===== src/rtl/lift_step_seq.sv =====
// One 5/3 lifting pass over a row in the pixel RAM: reads left/centre/right, writes the result in place.
// Build option: define LIFT_SAT_EN to saturate the result; otherwise it wraps to W bits.
//
// state  | meaning
// IDLE   | waiting for start; done pulses here for one cycle after a pass
// RD_L   | left neighbour address presented on rd_addr
// RD_P   | centre address presented; left data captured
// RD_R   | right neighbour address presented; centre data captured
// CAP    | right data arrives; result computed and registered
// WR     | result written to the centre address
module lift_step_seq #(
   parameter int W      = 26,
   parameter int ADDR_W = 7,
   parameter int N      = 128
) (
   input  logic              clk_i,
   input  logic              rst_i,
   input  logic              start_i,
   input  logic              pix_fwd_inv_i,
   input  logic              pix_even_odd_i,
   output logic [ADDR_W-1:0] rd_addr_o,
   input  logic [W-1:0]      rd_data_i,
   output logic [ADDR_W-1:0] wr_addr_o,
   output logic [W-1:0]      wr_data_o,
   output logic              we_o,
   output logic              busy_o,
   output logic              done_o
);

   typedef enum logic [2:0] {
      S_IDLE,
      S_RD_L,
      S_RD_P,
      S_RD_R,
      S_CAP,
      S_WR
   } state_t;

   localparam logic [ADDR_W-1:0] A_LAST_ODD  = ADDR_W'(N - 1);
   localparam logic [ADDR_W-1:0] A_LAST_EVEN = ADDR_W'(N - 2);
   localparam logic [ADDR_W-1:0] A_STEP      = ADDR_W'(2);
   localparam logic signed [W+1:0] RND_UPD   = (W + 2)'(2);

   // symmetric extension at both row ends
   function automatic logic [ADDR_W-1:0] left_of(input logic [ADDR_W-1:0] a);
      return (a == '0) ? ADDR_W'(1) : a - ADDR_W'(1);
   endfunction

   function automatic logic [ADDR_W-1:0] right_of(input logic [ADDR_W-1:0] a);
      return (a == A_LAST_ODD) ? A_LAST_EVEN : a + ADDR_W'(1);
   endfunction

   state_t              state_q, state_d;
   logic [ADDR_W-1:0]   a_q, a_d;
   logic [ADDR_W-1:0]   rd_addr_q, rd_addr_d;
   logic                fwd_q, fwd_d;
   logic                pred_q, pred_d;
   logic [W-1:0]        l_q, l_d;
   logic [W-1:0]        p_q, p_d;
   logic [W-1:0]        wr_data_q, wr_data_d;
   logic                done_q, done_d;

   logic [ADDR_W-1:0]   a_first;
   logic                last_sample;
   logic                add_d;
   logic signed [W:0]   s_w;
   logic signed [W+1:0] s_p2;
   logic [W-1:0]        d_w;
   logic [W-1:0]        lift_res;

   assign a_first     = {{(ADDR_W-1){1'b0}}, pix_even_odd_i};
   assign last_sample = pred_q ? (a_q == A_LAST_ODD) : (a_q == A_LAST_EVEN);

   // in CAP the right neighbour is still on rd_data, so it feeds the sum directly
   assign s_w   = $signed({l_q[W-1], l_q}) + $signed({rd_data_i[W-1], rd_data_i});
   assign s_p2  = $signed({s_w[W], s_w}) + RND_UPD;
   assign d_w   = pred_q ? W'(s_w >>> 1) : W'(s_p2 >>> 2);
   assign add_d = fwd_q ^ pred_q;

`ifdef LIFT_SAT_EN
   localparam logic [W-1:0] SAT_MAX = {1'b0, {(W-1){1'b1}}};
   localparam logic [W-1:0] SAT_MIN = {1'b1, {(W-1){1'b0}}};

   logic [W:0] res_x;

   assign res_x = add_d ? ({p_q[W-1], p_q} + {d_w[W-1], d_w})
                        : ({p_q[W-1], p_q} - {d_w[W-1], d_w});

   always_comb begin
      lift_res = res_x[W-1:0];
      if (res_x[W] != res_x[W-1]) begin
         lift_res = res_x[W] ? SAT_MIN : SAT_MAX;
      end
   end
`else
   assign lift_res = add_d ? (p_q + d_w) : (p_q - d_w);
`endif

   always_comb begin
      state_d   = state_q;
      a_d       = a_q;
      rd_addr_d = rd_addr_q;
      fwd_d     = fwd_q;
      pred_d    = pred_q;
      l_d       = l_q;
      p_d       = p_q;
      wr_data_d = wr_data_q;
      done_d    = 1'b0;
      case (state_q)
         S_IDLE: begin
            if (start_i) begin
               fwd_d     = pix_fwd_inv_i;
               pred_d    = pix_even_odd_i;
               a_d       = a_first;
               rd_addr_d = left_of(a_first);
               state_d   = S_RD_L;
            end
         end
         S_RD_L: begin
            rd_addr_d = a_q;
            state_d   = S_RD_P;
         end
         S_RD_P: begin
            l_d       = rd_data_i;
            rd_addr_d = right_of(a_q);
            state_d   = S_RD_R;
         end
         S_RD_R: begin
            p_d     = rd_data_i;
            state_d = S_CAP;
         end
         S_CAP: begin
            wr_data_d = lift_res;
            state_d   = S_WR;
         end
         S_WR: begin
            if (last_sample) begin
               done_d  = 1'b1;
               state_d = S_IDLE;
            end else begin
               a_d       = a_q + A_STEP;
               rd_addr_d = left_of(a_q + A_STEP);
               state_d   = S_RD_L;
            end
         end
         default: state_d = S_IDLE;
      endcase
   end

   always_ff @(posedge clk_i) begin
      if (rst_i) begin
         state_q   <= S_IDLE;
         a_q       <= '0;
         rd_addr_q <= '0;
         fwd_q     <= 1'b0;
         pred_q    <= 1'b0;
         l_q       <= '0;
         p_q       <= '0;
         wr_data_q <= '0;
         done_q    <= 1'b0;
      end else begin
         state_q   <= state_d;
         a_q       <= a_d;
         rd_addr_q <= rd_addr_d;
         fwd_q     <= fwd_d;
         pred_q    <= pred_d;
         l_q       <= l_d;
         p_q       <= p_d;
         wr_data_q <= wr_data_d;
         done_q    <= done_d;
      end
   end

   assign rd_addr_o = rd_addr_q;
   assign wr_addr_o = a_q;
   assign wr_data_o = wr_data_q;
   assign we_o      = (state_q == S_WR);
   assign busy_o    = (state_q != S_IDLE);
   assign done_o    = done_q;

endmodule


===== config.mk =====
export PLATFORM = sky130hd
export DESIGN_NAME = lift_step_seq
export DESIGN_NICKNAME = d
export VERILOG_FILES = /design/src/rtl/lift_step_seq.sv
export SDC_FILE = /design/constraint.sdc
export NUM_CORES = 1
export LEC_CHECK = 0
export ABC_AREA = 1
export BUFFER_PORTS_ARGS = -buffer_cell sky130_fd_sc_hd__buf_2
export CAP_MARGIN = 15
export CORE_UTILIZATION = 56
export CTS_CLUSTER_SIZE = 16
export DETAILED_ROUTE_END_ITERATION = 10
export PLACE_DENSITY = 0.82
export SLEW_MARGIN = 20
export SYNTH_ARGS = -nofsm -noshare
export SYNTH_HDL_FRONTEND = slang
export SYNTH_SLANG_ARGS = --single-unit

===== constraint.sdc =====
create_clock -name clk_i -period 4.7 [get_ports clk_i]
set_input_delay 0.47 -clock clk_i [delete_from_list [all_inputs] [get_ports clk_i]]
set_output_delay 0.47 -clock clk_i [all_outputs]
set_load 0.005 [all_outputs]

==> run summary <==
• status: finished, violations left
• failing checks: setup timing
• routed len/inst: 14.4 um
• clock latency on the worst-skew pair: 0.36 ns
• Std-Cell Core Area: 15900 um2
• number of fill cells in the layout: 1276
• number of global-route vias before repair: 9268
• Worst Skew: 0.0113 ns
• height of the die: 130 um
• CTS Buffer Depth: 2
• fraction of the yosys area taken by sequential cells: 21.3%
• crit path time final: 5.03 ns
• crit share post-route: 107%
• cell taking the most area after synthesis: sky130_fd_sc_hd__dfxtp_1
• initial antenna violation count: 0
• worst setup margin: -0.334 ns
• TritonCTS clock tree: done
• cells taking the most area after synthesis: sky130_fd_sc_hd__dfxtp_1 21%, sky130_fd_sc_hd__nand2_1 17%, sky130_fd_sc_hd__nor2_1 7.9%
• maximum fanout encountered on the critical timing path: 3
• upper clock frequency limit: 199 MHz
• cell at the root of the clock tree: sky130_fd_sc_hd__clkbuf_16
• DRC Markers: 0
• clock tree sinks: 98
• total leakage power: 6.18 nW
• wirelength, routed: 28.2 mm
• Main synth FF type: sky130_fd_sc_hd__dfxtp_1
• area of the die: 17000 um2
• slowest cell on the critical path: sky130_fd_sc_hd__ha_1
• max-slew headroom at the worst pin: 47.6%
• average vias per placed instance: 5.39
• grt ovf: 0
• measured slew at the worst slew-check pin: 0.781 ns
• post-synth net total: 1603
• async set-reset flop share out of synthesis: 0%
• routability-driven placement congestion ratio: 0.937
• total placed cells including tap cells: 1935
• Total Negative Setup Slacks: -1.45 ns
• Worst Path Required: 4.96 ns
• number of register bits inferred by synthesis: 98
• area share of the largest cell type after synthesis: 21.3%
• global-route wire length before repair: 43.1 mm
• Min Hold Slack: 0.387 ns
• number of buffers created by CTS: 9
• via count: 10543
• worst setup path class: reg2reg
• most frequent CP cell: sky130_fd_sc_hd__nand2_1
• number of buffers added to fix hold violations after cts: 0
• Setup crit start kind: register
• Final Max Tran Viols: 0
• synthesized instance count: 1513
• number of flops mapped to enable cells by yosys: 0
• count of yosys warnings during synthesis: 0
• DRC marker count from the first detailed-route iteration: 827
• hold violation total from the final report: 0
• number of distinct library cells after synthesis: 58
• setup repair after global routing missed its margin: yes
• post-synthesis average cell area: 6.09 um2
• endpoint type of the worst setup path: register
• Std-Cell Rows: 46
• arrival time of the worst setup path: 5.29 ns
• number of input and output port buffers inserted: 73
• mapped cell area: 9210 um2
• Area Overhead vs Synth: 27.9%
• critical path's largest stage delay: 0.35 ns
• estimated wirelength of the detail-placed design: 21.0 mm
• maximum number of pins on one net before global-route repair: 59
• cell with the most instances after synthesis: sky130_fd_sc_hd__nand2_1
• starting utilization of the core area: 57.8%
• Routed Antenna Nets: 0
• Clock H-tree levels: 3
• total number of nets in the final design: 1826
• filler-free cell count of the finished design: 1957
• Cell Pwr Density: 310 nW/um2
• post-placement worst setup slack: -0.381 ns
• class of the tightest hold or removal check: in2reg
• clock input transition at the sequential cells of the worst setup and hold paths: 0.07 ns
• largest voltage drop on the vdd net: 0.203 mV
• width of the die: 130 um
• Commonest cells post-synth: 409 x sky130_fd_sc_hd__nand2_1, 193 x sky130_fd_sc_hd__nor2_1, 185 x sky130_fd_sc_hd__inv_1, 100 x sky130_fd_sc_hd__nand3_1
• number of optimization iterations in the first detailed-route pass: 6
• max_cap viols: 0
• share of cells above drive strength 1: 26.4%
• I/O pins: 74
• Setup Viol. Count Final: 7
• all-layer global routing usage: 31.9%
• ANT cells: 0
-- placed cells by master (no fill, tap or decap), types with 3 or more instances in the layout --
| master | instances |
|---|---|
| sky130_fd_sc_hd__a21oi_1 | 83 |
| sky130_fd_sc_hd__a21oi_2 | 13 |
| sky130_fd_sc_hd__a21oi_4 | 4 |
| sky130_fd_sc_hd__a22oi_1 | 4 |
| sky130_fd_sc_hd__a31oi_1 | 4 |
| sky130_fd_sc_hd__buf_2 | 73 |
| sky130_fd_sc_hd__buf_4 | 167 |
| sky130_fd_sc_hd__buf_6 | 5 |
| sky130_fd_sc_hd__clkbuf_16 | 9 |
| sky130_fd_sc_hd__clkinv_1 | 4 |
| sky130_fd_sc_hd__dfxtp_1 | 97 |
| sky130_fd_sc_hd__ha_1 | 50 |
| sky130_fd_sc_hd__ha_4 | 5 |
| sky130_fd_sc_hd__inv_1 | 179 |
| sky130_fd_sc_hd__inv_2 | 22 |
| sky130_fd_sc_hd__inv_4 | 3 |
| sky130_fd_sc_hd__nand2_1 | 393 |
| sky130_fd_sc_hd__nand2_2 | 54 |
| sky130_fd_sc_hd__nand2_4 | 12 |
| sky130_fd_sc_hd__nand3_1 | 92 |
| sky130_fd_sc_hd__nand3_2 | 15 |
| sky130_fd_sc_hd__nand3_4 | 5 |
| sky130_fd_sc_hd__nand4_1 | 28 |
| sky130_fd_sc_hd__nor2_1 | 183 |
| sky130_fd_sc_hd__nor2_2 | 18 |
| sky130_fd_sc_hd__nor2_4 | 12 |
| sky130_fd_sc_hd__nor2_8 | 4 |
| sky130_fd_sc_hd__nor3_1 | 6 |
| sky130_fd_sc_hd__nor3_4 | 5 |
| sky130_fd_sc_hd__nor4_4 | 3 |
| sky130_fd_sc_hd__o211ai_1 | 11 |
| sky130_fd_sc_hd__o21a_1 | 3 |
| sky130_fd_sc_hd__o21ai_0 | 62 |
| sky130_fd_sc_hd__o21ai_1 | 10 |
| sky130_fd_sc_hd__o21ai_2 | 6 |
| sky130_fd_sc_hd__o21bai_1 | 5 |
| sky130_fd_sc_hd__xnor2_1 | 18 |
| sky130_fd_sc_hd__xor2_1 | 27 |
-- what timing repair did --
action / in CTS / in global routing
gates resized for setup: 10 / 105
pin swaps: 1 / 54
gates cloned: 0 / 0
endpoints found under the hold margin: 0 / 0
setup buffers: 1 / 9
setup endpoints to repair: 8 / 15
-- final cells by class --
class	instances	area, um2	share of cell area (%)
Clock buffer	11	233	1.98
Clock inverter	5	62.6	0.531
Inverter	208	788	6.69
Multi-Input combinational cell	1174	6790	57.6
Sequential cell	98	1960	16.7
Tap cell	216	270	2.29
Timing Repair Buffer	245	1680	14.2
-- worst paths after layout --
check                                   start       endpoint  slack, ns  cells after the start
worst max register to register         l_q[0]  wr_data_o[25]      -0.33                     36
worst min-delay path            rd_data_i[20]        l_q[20]       0.39                      3
worst max-delay path                   l_q[0]  wr_data_o[25]      -0.33                     36
worst min register to register   rd_addr_o[0]   rd_addr_o[0]       0.46                      2
-- worst max-delay path, delay by kind of cell (launching register included) --
family	cells	cell delay, ns
AOI/OAI and AO/OA	5	0.71
xor gates and xnor gates	1	0.19
buffers and inverters	8	0.78
adders and majority gates	4	1.06
DFF	1	0.33
and+or+nand+nor	18	1.87
-- flip-flops by register name, indices dropped and copies added, names as in the netlist --
register   flops
l_q           26
rd_addr_o      7
done_o         1
p_q           26
pred_q         1
fwd_q          1
wr_data_o     26
wr_addr_o      7
state_q        3
-- routing by layer --
layer | share of wire, % | up-vias | track usage (%) | wire [um]
li1 | - | 5322 | - | -
met1 | 44 | 4791 | 41.6 | 12500
met2 | 48 | 365 | 54.2 | 13400
met3 | 5.2 | 65 | 3.57 | 1470
met4 | 2.8 | 0 | 11.1 | 788
met5 | 0 | - | 0 | 0
-- through the flow --
step | util, % | area [um2] | total power [mW]
2_1_floorplan | - | 9240 | 1.96
3_3_place_gp | 68.8 | 11000 | 2.55
3_5_place_dp | 68.8 | 11000 | 2.59
4_1_cts | 71.0 | 11300 | 3.38
5_1_grt | 73.9 | 11800 | 3.86
6_report | 73.9 | 11800 | 3.65
-- power by group --
group / internal, mW / switching, mW
clock: 0.417 / 0.359
sequential: 0.873 / 0.0293
combinational: 0.804 / 1.17
total: 2.09 / 1.56
-- kinds of logic after synthesis --
group,synth area share [%]
XOR/XNOR,4.56
buffers and inverters,10.1
AO/OA/AOI/OAI,13.5
adder cells (fa/ha/maj),8.18
flip-flops,21.3
AND/OR/NAND/NOR,42.3
(Power assumes the default switching activity.)
